[config.mk]
export PLATFORM = sky130hd
export DESIGN_NAME = seg_scan_ctrl_flat
export DESIGN_NICKNAME = d
export VERILOG_FILES = /design/src/rtl/seg_scan_if.sv /design/src/rtl/seg_scan_ctrl.sv /design/src/flat_wrapper.sv
export SDC_FILE = /design/constraint.sdc
export NUM_CORES = 1
export LEC_CHECK = 0
export ABC_AREA = 1
export CAP_MARGIN = 15
export CORE_UTILIZATION = 50
export DETAILED_ROUTE_END_ITERATION = 10
export DONT_BUFFER_PORTS = 1
export GPL_TIMING_DRIVEN = 1
export PLACE_DENSITY = 0.63
export SLEW_MARGIN = 10
export SYNTH_ARGS = -nofsm -noshare
export SYNTH_HDL_FRONTEND = slang
export SYNTH_SLANG_ARGS = --single-unit
[constraint.sdc]
create_clock -name CLK -period 4.6 [get_ports CLK]
set_clock_uncertainty 0.1 [all_clocks]
set_input_delay 0.92 -clock CLK [delete_from_list [all_inputs] [get_ports CLK]]
set_output_delay 0.92 -clock CLK [all_outputs]
set_load 0.02 [all_outputs]
[src/rtl/seg_scan_if.sv]
// Bundle between the core-facing load port and the display pins of the
// segment scan scheduler.
//   value       : 32-bit word to show, nibble i on digit i
//   value_valid : load strobe for value
//   SEG         : cathodes {g,f,e,d,c,b,a}, active-low
//   AN          : anodes, active-low, one-hot-low while a digit is driven
//   digit_idx   : digit currently scheduled
//   frame_done  : one-cycle pulse after digit 7 finishes driving
//   pending     : a captured value waits for the next frame boundary
// master = value producer / pin observer, slave = the scheduler.
interface seg_scan_if;
  logic [31:0] value;
  logic        value_valid;
  logic [6:0]  SEG;
  logic [7:0]  AN;
  logic [2:0]  digit_idx;
  logic        frame_done;
  logic        pending;

  modport master (
    output value, value_valid,
    input  SEG, AN, digit_idx, frame_done, pending
  );

  modport slave (
    input  value, value_valid,
    output SEG, AN, digit_idx, frame_done, pending
  );
endinterface

[src/rtl/seg_scan_ctrl.sv]
// Time-multiplexed scan scheduler for an 8-digit, common-cathode-bus
// 7-segment display. Shows a 32-bit word as 8 hex digits, blanks all anodes
// between digits to avoid ghosting, and only swaps in a new word at frame
// boundaries so one frame never mixes two values.
//
// Ports:
//   CLK  : board clock
//   RST  : synchronous reset, active-low
//   bus  : seg_scan_if.slave (value/value_valid in, SEG/AN/digit_idx/
//          frame_done/pending out; all outputs registered)
//
// Parameters:
//   DIGIT_TICKS : cycles each digit is driven (>=1)
//   BLANK_TICKS : cycles all anodes are off before each digit (>=1)
//   CNT_W       : tick counter width, holds max(DIGIT_TICKS,BLANK_TICKS)-1
//
// Build option: define LEADING_ZERO_BLANK_EN to blank leading zero digits
// (digit 0 is always shown).
module seg_scan_ctrl #(
  parameter int DIGIT_TICKS = 100000,
  parameter int BLANK_TICKS = 1000,
  parameter int CNT_W       = 17
) (
  input  logic       CLK,
  input  logic       RST,
  seg_scan_if.slave  bus
);

  localparam logic [CNT_W-1:0] DIGIT_LAST = CNT_W'(DIGIT_TICKS - 1);
  localparam logic [CNT_W-1:0] BLANK_LAST = CNT_W'(BLANK_TICKS - 1);

  typedef enum logic {ST_BLANK, ST_DRIVE} state_t;

  state_t           state_q, state_d;
  logic [CNT_W-1:0] cnt_q, cnt_d;
  logic [2:0]       idx_q, idx_d;
  logic [31:0]      shadow_q, shadow_d;
  logic [31:0]      pend_val_q, pend_val_d;
  logic             pend_q, pend_d;
  logic             boundary;
  logic [7:0]       an_q, an_d;
  logic [6:0]       seg_q, seg_d;
  logic             fdone_q;
  logic [3:0]       nibble;

  function automatic logic [6:0] seg_decode(input logic [3:0] n);
    logic [6:0] s;
    case (n)
      4'h0: s = 7'h40;
      4'h1: s = 7'h79;
      4'h2: s = 7'h24;
      4'h3: s = 7'h30;
      4'h4: s = 7'h19;
      4'h5: s = 7'h12;
      4'h6: s = 7'h02;
      4'h7: s = 7'h78;
      4'h8: s = 7'h00;
      4'h9: s = 7'h10;
      4'hA: s = 7'h08;
      4'hB: s = 7'h03;
      4'hC: s = 7'h46;
      4'hD: s = 7'h21;
      4'hE: s = 7'h06;
      default: s = 7'h0E;
    endcase
    return s;
  endfunction

`ifdef LEADING_ZERO_BLANK_EN
  // True when digit i and every higher digit are zero; digit 0 never blanks.
  function automatic logic lz_blank(input logic [31:0] s, input logic [2:0] i);
    return (i != 3'd0) && ((s >> {i, 2'b00}) == 32'd0);
  endfunction
`endif

  always_comb begin
    state_d    = state_q;
    cnt_d      = cnt_q + 1'b1;
    idx_d      = idx_q;
    shadow_d   = shadow_q;
    pend_val_d = pend_val_q;
    pend_d     = pend_q;
    boundary   = 1'b0;
    an_d       = 8'hFF;
    seg_d      = 7'h7F;
    nibble     = 4'h0;

    case (state_q)
      ST_BLANK: begin
        if (cnt_q == BLANK_LAST) begin
          state_d = ST_DRIVE;
          cnt_d   = '0;
        end
      end
      default: begin
        if (cnt_q == DIGIT_LAST) begin
          state_d  = ST_BLANK;
          cnt_d    = '0;
          idx_d    = idx_q + 3'd1;
          boundary = (idx_q == 3'd7);
        end
      end
    endcase

    // A strobe on the boundary cycle bypasses the pending register so the
    // word is shown from digit 0 of the frame that starts next.
    if (boundary) begin
      if (bus.value_valid) begin
        shadow_d = bus.value;
        pend_d   = 1'b0;
      end else if (pend_q) begin
        shadow_d = pend_val_q;
        pend_d   = 1'b0;
      end
    end else if (bus.value_valid) begin
      pend_val_d = bus.value;
      pend_d     = 1'b1;
    end

    // Outputs are computed from next-state values and registered, so the
    // anode and its segments always change on the same edge.
    nibble = shadow_d[{idx_d, 2'b00} +: 4];
    if (state_d == ST_DRIVE) begin
      an_d  = ~(8'b1 << idx_d);
      seg_d = seg_decode(nibble);
`ifdef LEADING_ZERO_BLANK_EN
      if (lz_blank(shadow_d, idx_d)) seg_d = 7'h7F;
`endif
    end
  end

  always_ff @(posedge CLK) begin
    if (!RST) begin
      state_q    <= ST_BLANK;
      cnt_q      <= '0;
      idx_q      <= 3'd0;
      shadow_q   <= 32'd0;
      pend_val_q <= 32'd0;
      pend_q     <= 1'b0;
      an_q       <= 8'hFF;
      seg_q      <= 7'h7F;
      fdone_q    <= 1'b0;
    end else begin
      state_q    <= state_d;
      cnt_q      <= cnt_d;
      idx_q      <= idx_d;
      shadow_q   <= shadow_d;
      pend_val_q <= pend_val_d;
      pend_q     <= pend_d;
      an_q       <= an_d;
      seg_q      <= seg_d;
      fdone_q    <= boundary;
    end
  end

  assign bus.SEG        = seg_q;
  assign bus.AN         = an_q;
  assign bus.digit_idx  = idx_q;
  assign bus.frame_done = fdone_q;
  assign bus.pending    = pend_q;

endmodule
[src/flat_wrapper.sv]
// flat-port wrapper written by rule: the top's interface ports become plain ports
module seg_scan_ctrl_flat 
#(
  parameter int DIGIT_TICKS = 100000,
  parameter int BLANK_TICKS = 1000,
  parameter int CNT_W       = 17
)
  (CLK, RST, bus_value, bus_value_valid, bus_SEG, bus_AN, bus_digit_idx, bus_frame_done, bus_pending);
  seg_scan_if bus_i ();
  input  logic CLK;
  input  logic RST;
  input wire logic [$bits(bus_i.value)-1:0] bus_value;
  input wire logic [$bits(bus_i.value_valid)-1:0] bus_value_valid;
  output wire logic [$bits(bus_i.SEG)-1:0] bus_SEG;
  output wire logic [$bits(bus_i.AN)-1:0] bus_AN;
  output wire logic [$bits(bus_i.digit_idx)-1:0] bus_digit_idx;
  output wire logic [$bits(bus_i.frame_done)-1:0] bus_frame_done;
  output wire logic [$bits(bus_i.pending)-1:0] bus_pending;
  assign bus_i.value = bus_value;
  assign bus_i.value_valid = bus_value_valid;
  assign bus_SEG = bus_i.SEG;
  assign bus_AN = bus_i.AN;
  assign bus_digit_idx = bus_i.digit_idx;
  assign bus_frame_done = bus_i.frame_done;
  assign bus_pending = bus_i.pending;
  seg_scan_ctrl #(.DIGIT_TICKS(DIGIT_TICKS), .BLANK_TICKS(BLANK_TICKS), .CNT_W(CNT_W)) u_core (.CLK(CLK), .RST(RST), .bus(bus_i));
endmodule
==> flow_metrics.env, run 1 <==
export IMPL_synth_area_top_cells="dfxtp_1 (39%), nand2_1 (18%), a21oi_1 (5.7%)"
export IMPL_cts_root_buf="clkbuf_8"
export IMPL_synth_xor_area_share_pct=1.01
export IMPL_die_h_um=104
export IMPL_vias_per_cell=5.19
export IMPL_antenna_found_initial=0
export IMPL_crit_family="simple AND/OR/NAND/NOR gates"
export IMPL_p_seq_share_pct=57.8
export IMPL_end_kind="register"
export IMPL_cts_sinks=102
export IMPL_period_minus_slack_ns=3.30
export IMPL_postCtsSetupRepairBufs=0
export IMPL_start_util_pct=52.5
export IMPL_overflow=0
export IMPL_synthCells=779
export IMPL_p_leak_nw=2.23
export IMPL_initialDrtViolationCount=275
export IMPL_cp_max_fo=11
export IMPL_post_place_ws_ns=1.36
export IMPL_area_growth_pct=4.50
export IMPL_grt_pass1_vias=4233
export IMPL_internal_power_mw=1.21
export IMPL_max_freq_ghz=0.303
export IMPL_num_io_pins=55
export IMPL_critPathKind="reg2reg"
export IMPL_synthArstFlopShare_pct=0
export IMPL_ys_flop_type="dfxtp_1"
export IMPL_drcViolationCount=0
export IMPL_synth_seq_cells=102
export IMPL_grt_pass1_wl_um=20500
export IMPL_gp_congestion=0.866
export IMPL_dr_pass1_iters=5
export IMPL_post_synth_top_area_cell="dfxtp_1"
export IMPL_synthSimpleGateAreaFrac_pct=36.0
export IMPL_finalHoldViolCount=0
export IMPL_die_area_mm2=0.0108
export IMPL_worst_pin_slew_ns=1.03
export IMPL_hold_path_class="reg2reg"
export IMPL_cts_resized=0
export IMPL_cp_num_buf_inv=3
export IMPL_holdCritStartpoint="u_core.pend_val_q[20]"
export IMPL_reg2reg_setup_slack_ns=1.30
export IMPL_fill_cells=978
export IMPL_clk_pin_slew_ns=0.09
export IMPL_arrival_ns=3.46
export IMPL_crit_slowest_cell="dfxtp_1"
export IMPL_critPathRequiredTime_ns=4.76
export IMPL_cts_buffers=9
export IMPL_diodes=0
export IMPL_row_count=36
export IMPL_clock_path_buffers=2
export IMPL_grtUsageTotal_pct=23.3
export IMPL_crit_path_max_incr_delay_ns=0.52
export IMPL_dieWidth_um=104
export IMPL_synth_compound_area_share_pct=12.7
export IMPL_status="finished clean"
export IMPL_synth_avg_cell_area_um2=6.68
export IMPL_pwr_share_clk_pct=36.8
export IMPL_core_area_mm2=0.00991
export IMPL_power_switching_uw=367
export IMPL_critPathLaunchType="register"
export IMPL_synth_top_family_by_area="simple AND/OR/NAND/NOR gates"
export IMPL_drv_cap=0
export IMPL_rsz0062_at_grt="no"
export IMPL_combinationalPowerShare_pct=5.4
export IMPL_cts_tree="done"
export IMPL_vias=4676
export IMPL_hold_buffers=0
export IMPL_syn_nets=823
export IMPL_final_setup_viol_count=0
export IMPL_synth_enable_flop_cells=0
export IMPL_layout_setup_ws_ns=1.30
export IMPL_path_cells="ha_1 > ha_1 > inv_1 > nor2_2 > nand2_2 > a21oi_1 > nand2_1 > nand2_1 > inv_1 > nand2_1 > nand2_2 > ha_1 > inv_1 > nand3_1 > nand3_1 > nand2_1 > nand2_1"
export IMPL_power_density_mw_per_mm2=290
export IMPL_yosysUniqueCellTypes=40
export IMPL_swShare_pct=23.3
export IMPL_yosysWarnings=0
export IMPL_crit_path_frequent_cell="nand2_1"
export IMPL_drv_slew=0
export IMPL_dp_hpwl_um=8830
export IMPL_ys_seq_area_share_pct=39.2
export IMPL_fin_setup_tns_ns=0
export IMPL_drt_total_wl_um=12400
export IMPL_slew_headroom_pct=31.2
export IMPL_drtAntennaViolNets=0
export IMPL_synth_mux_area_share_pct=0
export IMPL_grt_max_degree=56
export IMPL_r2r_start="u_core.bus.digit_idx[1]"
export IMPL_period_share_pct=71.7
export IMPL_yosysTopAreaCellShare_pct=39.2
export IMPL_clk_latency_ns=0.37
export IMPL_synthAdderAreaFrac_pct=2.16
export IMPL_synth_area_mm2=0.00520
export IMPL_io_buffers=0
export IMPL_vdd_drop_max_mv=0.147
export IMPL_fin_nets=807
export IMPL_seq_area_mm2=0.00204
export IMPL_multi_input_area_mm2=0.00270
export IMPL_avgRoutedWirePerCell_um=13.7
export IMPL_startpoint="u_core.bus.digit_idx[1]"
export IMPL_htree_num_levels=3
export IMPL_layout_drive_gt1_share_pct=9.64
## area by class of cell
type                    count  area share, %
clock buffers              13           2.92
flip-flops and latches    102           37.6
clock inverters             3          0.783
repair buffers              3          0.414
well taps                 133           3.06
multi-input cells         565           49.6
inverters                  82           5.66
## stage by stage
step	total power, mW	hold slack, ns	util (%)	cells	instance area [µm²]
floorplan	1.00	0.318	-	779	5200
global placement	1.02	0.332	52.8	885	5240
detailed placement	1.02	0.336	52.8	885	5240
CTS	1.59	0.354	54.9	901	5440
global route	1.64	0.376	54.9	901	5440
finish	1.58	0.349	54.9	901	5440
## power by group through the flow
| stage | combinational, mW | sequential (mW) | clock, mW |
|---|---|---|---|
| finish | 0.0858 | 0.911 | 0.581 |
| CTS | 0.0859 | 0.911 | 0.596 |
| detailed placement | 0.0858 | 0.932 | 0 |
| global route | 0.0985 | 0.914 | 0.630 |
| floorplan | 0.0740 | 0.930 | 0 |
| global placement | 0.0841 | 0.932 | 0 |
## routing by layer
metal	vias up	global-route usage [%]	share of wire (%)
met1	2112	32.4	49
met3	16	3.76	4.9
met4	0	8.37	1.5
met2	113	36.4	44
li1	2435	-	-
met5	-	0	0
## cells in the final DEF, fill, tap and decap left out, types with 2 or more instances in the layout
master and n:
nand2_1 256, dfxtp_1 102, nor2_1 78, inv_1 64, a21oi_1 59, o21ai_0 36
nand3_1 34, inv_2 17, nor2_2 12, nand2_2 11, clkbuf_8 11, nor3_1 9
ha_1 9, nand4_1 7, o22ai_1 7, o21ai_1 5, xor2_1 5, nor2_4 4
nand3_2 4, a221oi_1 4, nand2_4 3, nor4_1 3, nor3b_1 3, buf_4 3
o21a_1 2, a21oi_2 2, o211ai_1 2, a22o_1 2, clkbuf_1 2
## path summary, 6_finish.rpt
| kind | to | cells after the start |
|---|---|---|
| max | u_core.bus.SEG[3] | 17 |
| min | u_core.pend_val_q[20] | 2 |
| max reg2reg | u_core.bus.SEG[3] | 17 |
| min reg2reg | u_core.pend_val_q[20] | 2 |
## logic make-up after synthesis
kind of cell,after synthesis
fa+ha+maj,9
flops,102
compound gates,121
xor+xnor,6
simple gates,429
buf+inv,112
## cells in the mapped netlist, types with 2 or more instances
cell type and number:
ha_1 9, inv_2 17, a21oi_2 2, o211ai_1 2, nor4_1 3, nor3_1 9
dfxtp_1 102, nor2_2 12, a22o_1 2, buf_4 2, buf_1 2, a21oi_1 59
o22ai_1 7, inv_1 64, o21a_1 2, nand4_1 7, nand3_2 4, clkbuf_1 17
nand2_2 11, a221oi_1 4, nor3b_1 3, o21ai_0 36, nand2_1 256, buf_2 5
nand2_4 3, nor2_1 78, xor2_1 5, o21ai_1 5, nor2_4 4, buf_6 4
nand3_1 34
## worst reg2reg max path, delay by kind of cell (launching register included)
family,cells,cell delay [ns]
AND/OR/NAND/NOR,10,1.24
flip-flops,1,0.52
AO/OA/AOI/OAI,1,0.29
adder cells (fa/ha/maj),3,0.84
buffers and inverters,3,0.19
## registers in the layout, summed over array words and instances (netlist names)
name / flops
u_core.bus.AN: 8
u_core.bus.SEG: 7
u_core.bus.digit_idx: 3
u_core.bus.frame_done: 1
u_core.bus.pending: 1
u_core.cnt_q: 17
u_core.pend_val_q: 32
u_core.shadow_q: 32
u_core.state_q: 1
Note: power is estimated with default switching activity, not from simulation.
==> run 2: changes to the inputs <==
Clock period 4.6 ns to 3.5 ns, I/O delays scaled along.
==> run 2 against run 1 <==
Fmax rose by 4.0%; cell area barely moved; global-route usage rose by 1.0 points; final cell count rose by 0.22%; first-iteration DRC count fell by 18%; routed wire length rose by 0.61%; power rose by 30%; setup slack got worse by 0.97 ns; hold slack got worse by 0.0090 ns; count of clock-buffer cells in the layout fell by 1; critical path type unchanged; critical endpoint is now u_core.pend_val_q[15].
==> flow_metrics.env, run 2 (synthesis gave the netlist of run 1 again) <==
export IMPL_status="finished clean"
export IMPL_drv_slew=0
export IMPL_r2r_start="u_core.bus.digit_idx[0]"
export IMPL_vias_per_cell=5.23
export IMPL_drt_total_wl_um=12500
export IMPL_min_to="u_core.pend_val_q[23]"
export IMPL_start_util_pct=52.5
export IMPL_postPlaceCellArea_mm2=0.00525
export IMPL_holdCritStartpoint="RST"
export IMPL_final_common_cell="nand2_1"
export IMPL_cp_max_fo=40
export IMPL_overflow=0
export IMPL_arrival_ns=3.34
export IMPL_slew_headroom_pct=30.4
export IMPL_gp_congestion=0.862
export IMPL_diodes=0
export IMPL_ff2ff_path_depth=9
export IMPL_layout_common_cells="nand2_1 (256), dfxtp_1 (102), nor2_1 (78)"
export IMPL_postCtsSetupRepairBufs=0
export IMPL_rsz0062_at_grt="no"
export IMPL_core_area_mm2=0.00991
export IMPL_cts_root_buf="clkbuf_8"
export IMPL_layout_cells_non_filler=903
export IMPL_die_h_um=104
export IMPL_cts_tree="done"
export IMPL_finish_instance_area_mm2=0.00543
export IMPL_hold_path_class="in2reg"
export IMPL_num_io_pins=55
export IMPL_drv_cap=0
export IMPL_grt_max_degree=56
export IMPL_dr_pass1_iters=4
export IMPL_end_kind="register"
export IMPL_cts_resized=0
export IMPL_drtAntennaViolNets=0
export IMPL_hold_buffers=0
export IMPL_clk_latency_ns=0.39
export IMPL_drcViolationCount=0
export IMPL_layout_drive_gt1_share_pct=9.74
export IMPL_reg_largest_list="u_core.pend_val_q (32), u_core.shadow_q (32), u_core.cnt_q (17)"
export IMPL_grt_pass1_wl_um=21200
export IMPL_grt_pass1_vias=4481
export IMPL_whs_path_depth=2
export IMPL_worst_pin_slew_ns=1.04
export IMPL_critPathLaunchType="register"
export IMPL_avgRoutedWirePerCell_um=13.8
export IMPL_cts_buffers=9
export IMPL_io_buffers=0
export IMPL_fin_util_pct=54.8
export IMPL_p_leak_nw=2.23
export IMPL_vias=4721
export IMPL_place_inst=887
export IMPL_clk_pin_slew_ns=0.10
export IMPL_initialDrtViolationCount=225
export IMPL_power_density_mw_per_mm2=377
export IMPL_fin_nets=809
export IMPL_max_freq_ghz=0.315
export IMPL_reg2reg_setup_slack_ns=0.33
export IMPL_period_share_pct=90.6
export IMPL_critPathKind="reg2reg"
export IMPL_period_minus_slack_ns=3.17
export IMPL_clock_path_buffers=2
export IMPL_vdd_drop_max_mv=0.340
export IMPL_critPathRequiredTime_ns=3.67
export IMPL_die_area_mm2=0.0108
export IMPL_fin_setup_tns_ns=0
export IMPL_dieWidth_um=104
export IMPL_dp_hpwl_um=8890
export IMPL_grtUsageTotal_pct=24.3
export IMPL_htree_num_levels=3
export IMPL_area_growth_pct=4.43
export IMPL_antenna_found_initial=0
export IMPL_cts_sinks=102
export IMPL_final_setup_viol_count=0
export IMPL_row_count=36
export IMPL_finalHoldViolCount=0
export IMPL_r2r_end="u_core.pend_val_q[15]"
-- run 2: changes by cell type in the layout (fill, tap and decap cells not counted), sizes merged --
cell | before | now
clkbuf | 13 | 12
buf | 3 | 5
clkinv | 2 | 3
-- run 2: layout make-up --
| cell class | instances | area [µm²] |
|---|---|---|
| clock inverters | 4 | 47.5 |
| clock buffers | 12 | 135 |
| flip-flops and latches | 102 | 2040 |
| well taps | 133 | 166 |
| fillers | 1041 | 4480 |
| repair buffers | 5 | 37.5 |
| multi-input cells | 565 | 2700 |
| inverters | 82 | 308 |
-- run 2: layer usage --
layer  part of all wire, %  GRT usage, %
met1                    47          31.0
met2                    45          39.5
met3                   6.2          6.95
met4                   1.6          7.86
met5                     0             0
-- run 2: how the worst max path moves through the flow --
stage,cells after the start,slack [ns],to,from
CTS,9,0.33,u_core.pend_val_q[15],u_core.bus.digit_idx[0]
floorplan,16,0.90,u_core.bus.SEG[3],bus_value_valid
detailed placement,9,0.33,u_core.pend_val_q[15],u_core.bus.digit_idx[0]
global route,9,0.04,u_core.pend_val_q[16],u_core.bus.digit_idx[0]
global placement,15,0.43,u_core.bus.SEG[3],bus_value_valid
finish,9,0.33,u_core.pend_val_q[15],u_core.bus.digit_idx[0]
-- run 2: power breakdown --
part / leakage [nW] / switching [mW] / internal, mW
Combinational: 1.31 / 0.0785 / 0.0355
Clock: 0.0904 / 0.407 / 0.329
Sequential: 0.830 / 0.0121 / 1.19
-- run 2: stage by stage --
step                      setup slack [ns]  total power [mW]  hold slack [ns]
after floorplan                      0.902              1.32            0.318
after global placement               0.429              1.34            0.332
after detailed placement             0.334              1.34            0.338
after CTS                            0.327              2.07            0.318
after global routing                0.0371              2.13            0.326
final                                0.328              2.05            0.340
-- run 2: worst max-delay path: stages, from the launching register on --
cell and delay (ns):
dfxtp_1 0.41, ha_1 0.25, ha_1 0.29, inv_1 0.12
nor2_2 0.11, nor2_1 0.80, inv_1 0.36, buf_4 0.35
o21ai_0 0.19, a21oi_1 0.06
==> run 3: changes to the inputs <==
Settings changed: HOLD_SLACK_MARGIN set to 0.08.
==> results of run 3 <==
Same layout as run 2: the final DEF is identical, and so are final timing and power.
